[src/rtl/audio_pkg.sv]
// Shared types for the I2S transmit path.
//   DW_DEF   : default sample width per channel
//   stereo_t : one stereo pair as read from the audio FIFO, {left, right}
//   state_t  : framing controller states
package audio_pkg;

    localparam int DW_DEF = 24;

    typedef struct packed {
        logic [DW_DEF-1:0] left;
        logic [DW_DEF-1:0] right;
    } stereo_t;

    typedef enum logic [1:0] {
        IDLE = 2'd0,
        RUN  = 2'd1,
        STOP = 2'd2
    } state_t;

endpackage

[src/rtl/i2s_tx_shift.sv]
// Per-channel word register for the I2S serialiser.
// The word rotates rather than shifts, so after DW bit strobes it is back
// in its loaded form and lsb again shows the word's LSB; the controller
// relies on that to replay the LSB in the next channel's delay slot.
// Ports:
//   clk, rst_n : MCLK and asynchronous active-low reset
//   load       : load load_word (has priority over shift)
//   load_word  : next word for this channel
//   shift      : rotate one position towards the MSB
//   msb        : bit to transmit in the current data slot
//   lsb        : LSB of the word held
module i2s_tx_shift
    import audio_pkg::*;
#(
    parameter int DW = DW_DEF
) (
    input  logic          clk,
    input  logic          rst_n,
    input  logic          load,
    input  logic [DW-1:0] load_word,
    input  logic          shift,
    output logic          msb,
    output logic          lsb
);

    logic [DW-1:0] word;

    always_ff @(posedge clk or negedge rst_n) begin
        if (!rst_n) begin
            word <= '0;
        end else if (load) begin
            word <= load_word;
        end else if (shift) begin
            word <= {word[DW-2:0], word[DW-1]};
        end
    end

    assign msb = word[DW-1];
    assign lsb = word[0];

endmodule

[src/rtl/i2s_tx_ctrl.sv]
// I2S master transmit framing controller (MCLK domain).
// Derives LRCLK/SCLK from a frame counter, fetches one stereo pair per frame
// from the audio FIFO and serialises it with the standard one-bit I2S delay.
// Ports:
//   clk, rst_n   : MCLK and asynchronous active-low reset
//   en           : run request; start and stop happen on frame boundaries
//   mute         : zero the next frame's data, sampled at the last frame cycle
//   fifo_empty   : FIFO empty flag
//   fifo_rd_en   : one-cycle FIFO read strobe
//   fifo_rdata   : {left, right}, valid the cycle after fifo_rd_en
//   lrclk, sclk, sdata : I2S outputs, registered and mutually aligned
//   frame_start  : one-cycle pulse when a frame's left channel begins
//   running      : high in RUN and STOP
//   uf_cnt       : saturating count of underflowed frames
module i2s_tx_ctrl
    import audio_pkg::*;
#(
    parameter int DW       = DW_DEF,
    parameter int FS_RATIO = 256,
    parameter int SCLK_DIV = 4,
    parameter int UF_CW    = 16
) (
    input  logic            clk,
    input  logic            rst_n,
    input  logic            en,
    input  logic            mute,
    input  logic            fifo_empty,
    output logic            fifo_rd_en,
    input  logic [2*DW-1:0] fifo_rdata,
    output logic            lrclk,
    output logic            sclk,
    output logic            sdata,
    output logic            frame_start,
    output logic            running,
    output logic [UF_CW-1:0] uf_cnt
);

    localparam int FCW = $clog2(FS_RATIO);
    localparam logic [FCW-1:0] FC_LAST  = FCW'(FS_RATIO - 1);
    localparam logic [FCW-1:0] FC_FETCH = FCW'(FS_RATIO - 4);
    localparam logic [FCW-1:0] HALF     = FCW'(FS_RATIO / 2);
    localparam logic [FCW-1:0] SDIV     = FCW'(SCLK_DIV);
    localparam logic [FCW-1:0] SDIV_H   = FCW'(SCLK_DIV / 2);
    localparam logic [FCW-1:0] DWF      = FCW'(DW);

    // Every channel half needs the delay slot plus DW data slots.
    if (FS_RATIO / (2 * SCLK_DIV) < DW + 1) begin : g_bad_cfg
        $error("i2s_tx_ctrl: FS_RATIO/(2*SCLK_DIV) must be at least DW+1");
    end

    state_t          state, state_nx;
    logic [FCW-1:0]  fc, fc_nx;
    logic [FCW-1:0]  phase, slot;
    logic            is_right, bit_start, in_data;
    logic            load, shift_l, shift_r;
    logic [DW-1:0]   word_l, word_r;
    logic            msb_l, lsb_l, msb_r, lsb_r;
    logic            rd_d, pend_vld, carry;
    logic [2*DW-1:0] pend;

    // ---------------------------------------------------------------- FSM
    always_ff @(posedge clk or negedge rst_n) begin
        if (!rst_n) begin
            state <= IDLE;
            fc    <= '0;
        end else begin
            state <= state_nx;
            fc    <= fc_nx;
        end
    end

    always_comb begin
        state_nx = state;
        fc_nx    = '0;
        case (state)
            IDLE:    if (en) state_nx = RUN;
            RUN:     if (!en) state_nx = STOP;
            STOP: begin
                if (en) begin
                    state_nx = RUN;
                end else if (fc == FC_LAST) begin
                    state_nx = IDLE;
                end
            end
            default: state_nx = IDLE;
        endcase
        // FS_RATIO is a power of two, so the increment wraps on its own.
        if (state != IDLE && state_nx != IDLE) begin
            fc_nx = fc + 1'b1;
        end
    end

    assign running = (state != IDLE);

    // ---------------------------------------------------------- slot decode
    assign phase     = fc % SDIV;
    assign slot      = (fc % HALF) / SDIV;
    assign is_right  = (fc >= HALF);
    assign bit_start = running && (phase == '0);
    assign in_data   = (slot != '0) && (slot <= DWF);
    assign shift_l   = bit_start && in_data && !is_right;
    assign shift_r   = bit_start && in_data && is_right;

    // Words change only at the frame's last cycle; while idle they are
    // held at zero so the first frame after a start is silent.
    assign load   = !running || (fc == FC_LAST);
    assign word_l = (running && pend_vld && !mute) ? pend[2*DW-1:DW] : '0;
    assign word_r = (running && pend_vld && !mute) ? pend[DW-1:0]    : '0;

    assign fifo_rd_en = (state == RUN) && (fc == FC_FETCH) && !fifo_empty;

    i2s_tx_shift #(.DW(DW)) u_shift_l (
        .clk       (clk),
        .rst_n     (rst_n),
        .load      (load),
        .load_word (word_l),
        .shift     (shift_l),
        .msb       (msb_l),
        .lsb       (lsb_l)
    );

    i2s_tx_shift #(.DW(DW)) u_shift_r (
        .clk       (clk),
        .rst_n     (rst_n),
        .load      (load),
        .load_word (word_r),
        .shift     (shift_r),
        .msb       (msb_r),
        .lsb       (lsb_r)
    );

    // ------------------------------------------------- fetch and outputs
    always_ff @(posedge clk or negedge rst_n) begin
        if (!rst_n) begin
            rd_d        <= 1'b0;
            pend_vld    <= 1'b0;
            pend        <= '0;
            carry       <= 1'b0;
            uf_cnt      <= '0;
            lrclk       <= 1'b0;
            sclk        <= 1'b0;
            sdata       <= 1'b0;
            frame_start <= 1'b0;
        end else begin
            rd_d <= fifo_rd_en;
            // Registered FIFO read: data arrives the cycle after the strobe.
            if (rd_d) begin
                pend     <= fifo_rdata;
                pend_vld <= 1'b1;
            end else if (load) begin
                pend_vld <= 1'b0;
            end

            // The right word is reloaded at the frame end, so its LSB must be
            // saved for the next left channel's delay slot.
            if (!running) begin
                carry <= 1'b0;
            end else if (fc == FC_LAST) begin
                carry <= lsb_r;
            end

            if (state == RUN && fc == FC_FETCH && fifo_empty && uf_cnt != '1) begin
                uf_cnt <= uf_cnt + 1'b1;
            end

            lrclk       <= running && is_right;
            sclk        <= running && (phase >= SDIV_H);
            frame_start <= running && (fc == '0);

            if (!running) begin
                sdata <= 1'b0;
            end else if (phase == '0) begin
                if (slot == '0) begin
                    sdata <= is_right ? lsb_l : carry;
                end else if (in_data) begin
                    sdata <= is_right ? msb_r : msb_l;
                end else begin
                    sdata <= 1'b0;
                end
            end
        end
    end

endmodule

[config.mk]
export PLATFORM = sky130hd
export DESIGN_NAME = i2s_tx_ctrl
export DESIGN_NICKNAME = d
export VERILOG_FILES = /design/src/rtl/audio_pkg.sv /design/src/rtl/i2s_tx_shift.sv /design/src/rtl/i2s_tx_ctrl.sv
export SDC_FILE = /design/constraint.sdc
export NUM_CORES = 1
export LEC_CHECK = 0
export ABC_AREA = 1
export BUFFER_PORTS_ARGS = -buffer_cell sky130_fd_sc_hd__buf_2
export CAP_MARGIN = 20
export CORE_UTILIZATION = 55
export DETAILED_ROUTE_END_ITERATION = 8
export MAX_ROUTING_LAYER = met4
export PLACE_DENSITY_LB_ADDON = 0.2
export SYNTH_ARGS = -nofsm -noshare
export SYNTH_HDL_FRONTEND = slang
export SYNTH_HIERARCHICAL = 1
export SYNTH_SLANG_ARGS = --single-unit
[constraint.sdc]
create_clock -name clk -period 2.2 [get_ports clk]
set_input_delay 0.33 -clock clk [delete_from_list [all_inputs] [get_ports clk]]
set_output_delay 0.33 -clock clk [all_outputs]
set_load 0.01 [all_outputs]
==> key figures, run 1 <==
Outcome
  • Status: finished, final reports clean

Timing
  • Period minus WS final: 1.95 ns
  • RSZ-0062 raised after global routing: no
  • Worst-case headroom to the max-slew limit: around 70%
  • Setup ws final: approximately 0.25 ns
  • Final Cycle Share: around 90%
  • Fin. max-slew vios: 0
  • Setup Skew: 0.00596 ns
  • Fmax: 514 MHz
  • Least-Margin Pin Slew: 0.426 ns
  • Final setup fails: 0
  • TNS Setup: 0 ns
  • Final hold vios: 0

Yosys
  • Adder-cell share of the synthesized area: less than 1%
  • Asr flop ratio synth: between 90% and 100%
  • Seq/Total Area, Yosys: 51.4%
  • Dominant cell type by area after synthesis: dfrtp_1
  • Cells after Synth: about 780
  • Main combinational cell family by area after synthesis: simple AND/OR/NAND/NOR gates
  • Syn_nets: roughly 840
  • Netlist cell types: 26
  • Number of synthesized flops with an enable pin: 0
  • Mapped cell area: 0.00628 mm²
  • Multiplexer share of the synthesized area: 0%
  • Avg Cell Area, Syn: roughly 8.0 µm²
  • Synth Area in Compound Gates: 5.78%
  • Post-synth top flop: dfrtp_1
  • Synth Area in XOR/XNOR: less than 1%
  • Simple-gate share of the synthesized area: between 30% and 40%
  • Synth area leaders: dfrtp_1 (51%), nand2_1 (14%), nand3_1 (9.2%), nor2_1 (5.1%), inv_1 (4.6%)
  • Post-synth top area share: 51.4%
  • Synth Warn #: 6
  • Post-synthesis register bit count: approximately 130

Power
  • Leakage power: roughly 3.8 nW
  • Power per cell area: approximately 780 mW/mm²
  • VDD IR max: 0.765 mV

Clock tree
  • Clock-pin transition on the worst setup and hold timing paths: ~0.050 ns
  • Clock root buffer: clkbuf_16
  • Htree depth: 4
  • # Post-CTS Setup Buffers: 0
  • CTS Sinks: 129
  • CTS Buf Count: 17
  • Deepest clock path buffer count: 2
  • Clk_lat worst skew: ~0.41 ns
  • TritonCTS clock tree: yes

Drt
  • Drc violations: 0
  • Post-route ant nets: 0
  • Vias: 5200
  • Wire per inst: around 13 µm
  • Avg Vias per Cell: 5.18
  • Routed WL: between 10 and 15 mm
  • Drt pass-1 iters: 5
  • DR iter-0 viols: 427

Setup path
  • Max Fanout on Critical Path: 24
  • Req. time, crit path: roughly 2.5 ns
  • Critical path depth: 8
  • Critical Path AT: ~2.2 ns
  • CP Launch Type: flop
  • Worst Reg-to-Reg Cells: 8
  • Launch point of the worst path: fc[1]$_DFF_PN0_
  • WS Path Type: reg -> reg
  • Worst path max stage delay: 0.40 ns
  • Critical Path, Cell by Cell: ha_1, nand2_1, nor2_1, nand2_1, nand2_4, inv_2, nand3_1, nand3_1
  • Critical Path Sink Type: flop
  • Slowest CP cell: dfrtp_1
  • Number of buffer and inverter stages on the critical path: 1
  • R2r startpoint: fc[1]$_DFF_PN0_
  • CP top delay family: simple AND/OR/NAND/NOR gates

Floorplan
  • Row Count: 38
  • I/O pin total: 75
  • Initial Util: a little under three fifths
  • Die height: between 100 and 150 µm
  • Core ar.: 0.0110 mm²
  • Die ar.: roughly 0.012 mm²
  • Chip width: approximately 110 µm

Finish
  • # diodes: 0
  • Final-layout fill cell count: ~900
  • Fin nets: 909
  • Area delta synth->final: 16.1%
  • Layout cells sized above 1: between 15 and 20%
  • Finished Core Util: 66.4%

Global routing
  • Grt total ovfl: 0
  • Initial antenna violation count: 0
  • Routing usage on met2: around 40%
  • GR Layer Usage met1: 32.0%
  • First-pass GRT wire length: between 20 and 25 mm
  • Largest net degree at the start of global routing: 98
  • Vias in the first global route: approximately 5100
  • GRT Total Usage: between 20% and 30%
  • Top Usage Layer GRT: met2
  • Met3 GRT Util: around 5.5%

Placed design
  • Routability cong.: 0.902
  • Buffers on Ports: 74
  • HPWL Detailed: about 8.6 mm
  • Pre-CTS setup slack: between 0.2 and 0.25 ns

Hold path
  • Worst hold path class: in -> reg
  • Hold path startpoint: fifo_empty
  • Hold depth: 2

Run
  • Max Cap Viol: 0
[layout by cell type, fill, tap and decap left out]
master         netlist  routed
nor2_4               5       5
buf_4                8      11
nor4_1               1       1
buf_2               11      73
nand3b_1             1       1
nand2_2              6       6
clkbuf_16            0      17
nor2_1              86      84
bufinv_16            0       3
nand4_2              1       1
clkbuf_1             8       4
dlygate4sd3_1        0       1
nor3_1               2       2
dfrtp_2              0       1
inv_1               77      77
nand4_1              6       6
nor2_8               2       2
buf_12               0       3
o21ai_2              9       9
ha_1                 4       4
inv_2                4       4
a21oi_1              1       1
xor2_1               7       7
nand2_4              1       2
nor2_2               1       3
clkinv_2             0       3
a31o_2               1       1
dfrtp_1            129     128
clkbuf_8             0       3
nand2_1            231     230
nand3_1            116     116
o21ai_0             54      54
[synthesized netlist by cell type, drive strengths merged, types with 2 or more instances]
| master | count |
|---|---|
| nand3 | 116 |
| buf | 31 |
| ha | 4 |
| nor3 | 2 |
| nand2 | 238 |
| dfrtp | 129 |
| inv | 81 |
| xor2 | 7 |
| nor2 | 94 |
| o21ai | 63 |
| nand4 | 7 |
| clkbuf | 8 |
[power breakdown]
group          switching, mW  internal (mW)  total (mW)
Clock                  0.952           1.85        2.80
Combinational          0.278          0.126       0.405
Sequential            0.0370           2.46        2.49
[kinds of logic after synthesis]
| group | Yosys count |
|---|---|
| AOI/OAI and AO/OA | 65 |
| xor gates and xnor gates | 7 |
| adders and majority gates | 4 |
| buffers and inverters | 120 |
| DFF | 129 |
| and+or+nand+nor | 459 |
[metrics by stage]
stage	power [mW]	area, µm²	hold slack (ns)	cells
2_1_floorplan	2.79	6280	0.0344	784
3_3_place_gp	2.92	6690	0.242	972
3_5_place_dp	2.94	6690	0.244	972
4_1_cts	5.76	7290	0.0990	1003
5_1_grt	5.93	7300	0.118	1003
6_report	5.70	7300	0.122	1003
[path summary, 6_finish.rpt]
path                                                        to  slack, ns
worst max-delay path            u_shift_l/word[10]$_DFFE_PN0P_       0.25
worst min-delay path                            rd_d$_DFF_PN0_       0.12
worst max register to register  u_shift_l/word[10]$_DFFE_PN0P_       0.25
worst min register to register  u_shift_l/word[17]$_DFFE_PN0P_       0.48
max in group asynchronous                       rd_d$_DFF_PN0_       1.11
min in group asynchronous                 pend[38]$_DFFE_PN0P_       0.35
[worst register-to-register path, stage by stage, from the launching register on]
cell,delay [ns]
dfrtp_1,0.40
ha_1,0.21
nand2_1,0.09
nor2_1,0.26
nand2_1,0.18
nand2_4,0.22
inv_2,0.22
nand3_1,0.14
nand3_1,0.09
[registers in the layout, summed over array words and instances (netlist names)]
name / flops
uf_cnt: 16
lrclk: 1
sclk: 1
fc: 8
sdata: 1
state: 2
u_shift_l/word: 24
frame_start: 1
rd_d: 1
carry: 1
pend: 48
u_shift_r/word: 24
pend_vld: 1
[layer usage]
layer  wire length, µm  vias up
met1              5900     2451
met5                 0        -
met3               663       16
met4               145        0
li1                  -     2602
met2              6350      131
[area by class of cell]
class                   count  area [µm²]  area share (%)
flip-flops and latches    129        3230            44.3
clock inverters             6         105            1.44
multi-input cells         535        2480            34.0
well taps                 140         175            2.40
clock buffers              24         482            6.60
inverters                  81         304            4.17
repair buffers             88         518            7.10
[what timing repair did]
action / 4_1_cts / 5_1_grt
hold buffers: 1 / 0
hold endpoints to repair: 20 / 0
endpoints found under the setup margin: 0 / 48
resized for setup: 0 / 1
Power figures use the tool's default switching activity.
==> run 2: changes to the inputs <==
--- a/config.mk
+++ b/config.mk
@@ -8,7 +8,7 @@
 export ABC_AREA = 1
 export BUFFER_PORTS_ARGS = -buffer_cell sky130_fd_sc_hd__buf_2
 export CAP_MARGIN = 20
-export CORE_UTILIZATION = 55
+export CORE_UTILIZATION = 53
 export DETAILED_ROUTE_END_ITERATION = 8
 export MAX_ROUTING_LAYER = met4
 export PLACE_DENSITY_LB_ADDON = 0.2
==> constraint.sdc (replaced) <==
create_clock -name clk -period 1.71 [get_ports clk]
set_input_delay 0.2565 -clock clk [delete_from_list [all_inputs] [get_ports clk]]
set_output_delay 0.2565 -clock clk [all_outputs]
set_load 0.01 [all_outputs]
==> run 2 against run 1 <==
Compared with the run above:
- the run now ends with negative setup slack left
- register-to-register slack got worse by 0.24 ns
- clock skew rose by 0.0031 ns
- sequential share of layout area fell by 3.5 points
- worst setup slack got worse by 0.35 ns
- sequential power rose by 29%
- total power rose by 33%
- critical endpoint is now fifo_rd_en
- largest cell class unchanged
==> key figures, run 2 (synthesized netlist as in run 1, its figures left out) <==
Setup path
  • WS Path Type: reg -> out
  • R2r startpoint: fc[0]$_DFF_PN0_
  • CP Launch Type: flop
  • Worst Reg-to-Reg Cells: 11
  • R2R setup slack: 0.01 ns
  • Top cell by count, worst path: nor2_2
  • R2R Path End: u_shift_r/word[9]$_DFFE_PN0P_
  • Req. time, crit path: around 1.5 ns
  • Max Fanout on Critical Path: 3
  • Number of buffer and inverter stages on the critical path: 2
  • Critical Path AT: approximately 1.6 ns
  • Worst path max stage delay: 0.40 ns
  • Slowest CP cell: dfrtp_1
  • Critical Path Sink Type: output pin
  • CP top delay family: flip-flops
  • Critical Path, Cell by Cell: inv_2, ha_4, nand3_2, nor2_2, nand2_1, nor2_2, buf_2

Finish
  • Max reg flops: 48
  • Most frequent cells in the layout: nand2_1 (227), dfrtp_1 (128), nand3_1 (113), nor2_1 (76), inv_1 (74)
  • Commonest non-fill, non-tap cell in the layout: nand2_1
  • Final-layout fill cell count: roughly 900
  • Biggest register: pend
  • Fin nets: 954
  • Layout cells sized above 1: a little under a quarter
  • Final cell count without fillers: between 1000 and 1500
  • Area taken by multi-input logic gates: around 0.0026 mm²
  • Area delta synth->final: 26.0%
  • Register area: 0.00323 mm²
  • Largest registers: pend (48), u_shift_l/word (24), u_shift_r/word (24)
  • # diodes: 0

Timing
  • Setup ws final: -0.0925 ns
  • TNS Setup: -0.0925 ns
  • Worst-case headroom to the max-slew limit: roughly 63%
  • Setup Skew: roughly 0.0091 ns
  • Final Cycle Share: 105%
  • Final hold vios: 0
  • Fmax: 555 MHz
  • Worst hold slack: 0.0436 ns
  • Least-Margin Pin Slew: around 0.55 ns
  • RSZ-0062 raised after global routing: yes
  • Period minus WS final: around 1.8 ns
  • Final setup fails: 1
  • Fin. max-slew vios: 0

Hold path
  • Worst hold path class: in -> reg
  • Hold depth: 3
  • Worst hold endpoint: pend[46]$_DFFE_PN0P_
  • Hold path startpoint: fifo_rdata[46]

Outcome
  • Status: finished, violations left
  • Violated checks: negative setup slack

Drt
  • Avg Vias per Cell: around 5.2
  • Vias: approximately 5500
  • Drt pass-1 iters: 5
  • Drc violations: 0
  • DR iter-0 viols: 349
  • Routed WL: around 14 mm
  • Wire per inst: between 10 and 15 µm
  • Post-route ant nets: 0

Placed design
  • Routability cong.: between 0.8 and 0.9
  • Dpl cells: between 900 and 1000
  • Buffers on Ports: 74
  • Pre-CTS setup slack: -0.0380 ns
  • HPWL Detailed: 9.12 mm

Floorplan
  • Die height: 111 µm
  • Initial Util: a little over half
  • Die ar.: between 0.01 and 0.015 mm²
  • Row Count: 39
  • I/O pin total: 75
  • Chip width: roughly 110 µm
  • Core ar.: around 0.011 mm²

Clock tree
  • Clk_lat worst skew: 0.42 ns
  • CTS Sinks: between 100 and 150
  • Clock-pin transition on the worst setup and hold timing paths: roughly 0.060 ns
  • TritonCTS clock tree: yes
  • Deepest clock path buffer count: 2
  • Clock root buffer: clkbuf_16
  • CTS Buf Count: 17
  • Htree depth: 4

Global routing
  • GR Layer Usage met1: 32.0%
  • Met3 GRT Util: around 4.5%
  • GRT Total Usage: approximately 25%
  • Initial antenna violation count: 0
  • First-pass GRT wire length: roughly 24 mm
  • Grt total ovfl: 0
  • Top Usage Layer GRT: met2
  • Vias in the first global route: around 5200
  • Largest net degree at the start of global routing: 49
  • Routing usage on met2: 38.4%

Power
  • Tot Pwr: ~7.6 mW
  • VDD IR max: between 1 and 1.5 mV
  • Power per cell area: ~960 mW/mm²
  • Leakage power: just over 4 nW

Run
  • Max Cap Viol: 0
## run 2: worst max-delay path by stage
stage	start	to	slack, ns	depth (start not counted)
finish	fc[0]$_DFF_PN0_	fifo_rd_en	-0.09	7
global route	fc[0]$_DFF_PN0_	fifo_rd_en	-0.18	7
CTS	fc[0]$_DFF_PN0_	fifo_rd_en	-0.12	7
detailed placement	fc[0]$_DFF_PN0_	u_shift_l/word[11]$_DFFE_PN0P_	-0.04	9
global placement	fc[0]$_DFF_PN0_	u_shift_l/word[5]$_DFFE_PN0P_	0.03	9
floorplan	fc[1]$_DFF_PN0_	u_shift_l/word[1]$_DFFE_PN0P_	0.11	10
## run 2: what timing repair did
| action | in CTS | in global routing |
|---|---|---|
| hold endpoints to repair | 33 | 0 |
| gates cloned | 2 | 3 |
| buffers inserted | 11 | 14 |
| hold buffers | 1 | 0 |
| endpoints found under the setup margin | 49 | 71 |
| resized for setup | 13 | 22 |
| pin swaps | 9 | 7 |
## run 2: power breakdown
group,switching (mW),internal (mW)
Clock,1.31,2.29
Sequential,0.0416,3.16
Combinational,0.451,0.326
## run 2: area by class of cell
class                      count  area share [%]
clock buffer                  23            6.17
tap                          143            2.26
timing repair buffer         131            12.6
sequential                   129            40.8
clock inverter                 9            1.33
multi-input combinational    537            32.9
inverter                      81            3.87
## run 2: layer usage
layer,vias to the layer above,share of wire (%)
li1,2702,-
met1,2595,43
met2,171,50
met3,28,5.0
met4,0,2.1
met5,-,0
## run 2: tightest hold or removal path, cell delays in order
cell and delay [ns]:
buf_2 0.07, nand2_1 0.04, o21ai_0 0.06
## run 2: per-stage QoR
step,util (%),area (µm²)
2_1_floorplan,-,6280
3_3_place_gp,59.9,6870
3_5_place_dp,59.9,6870
4_1_cts,66.6,7640
5_1_grt,69.0,7910
6_report,69.0,7910
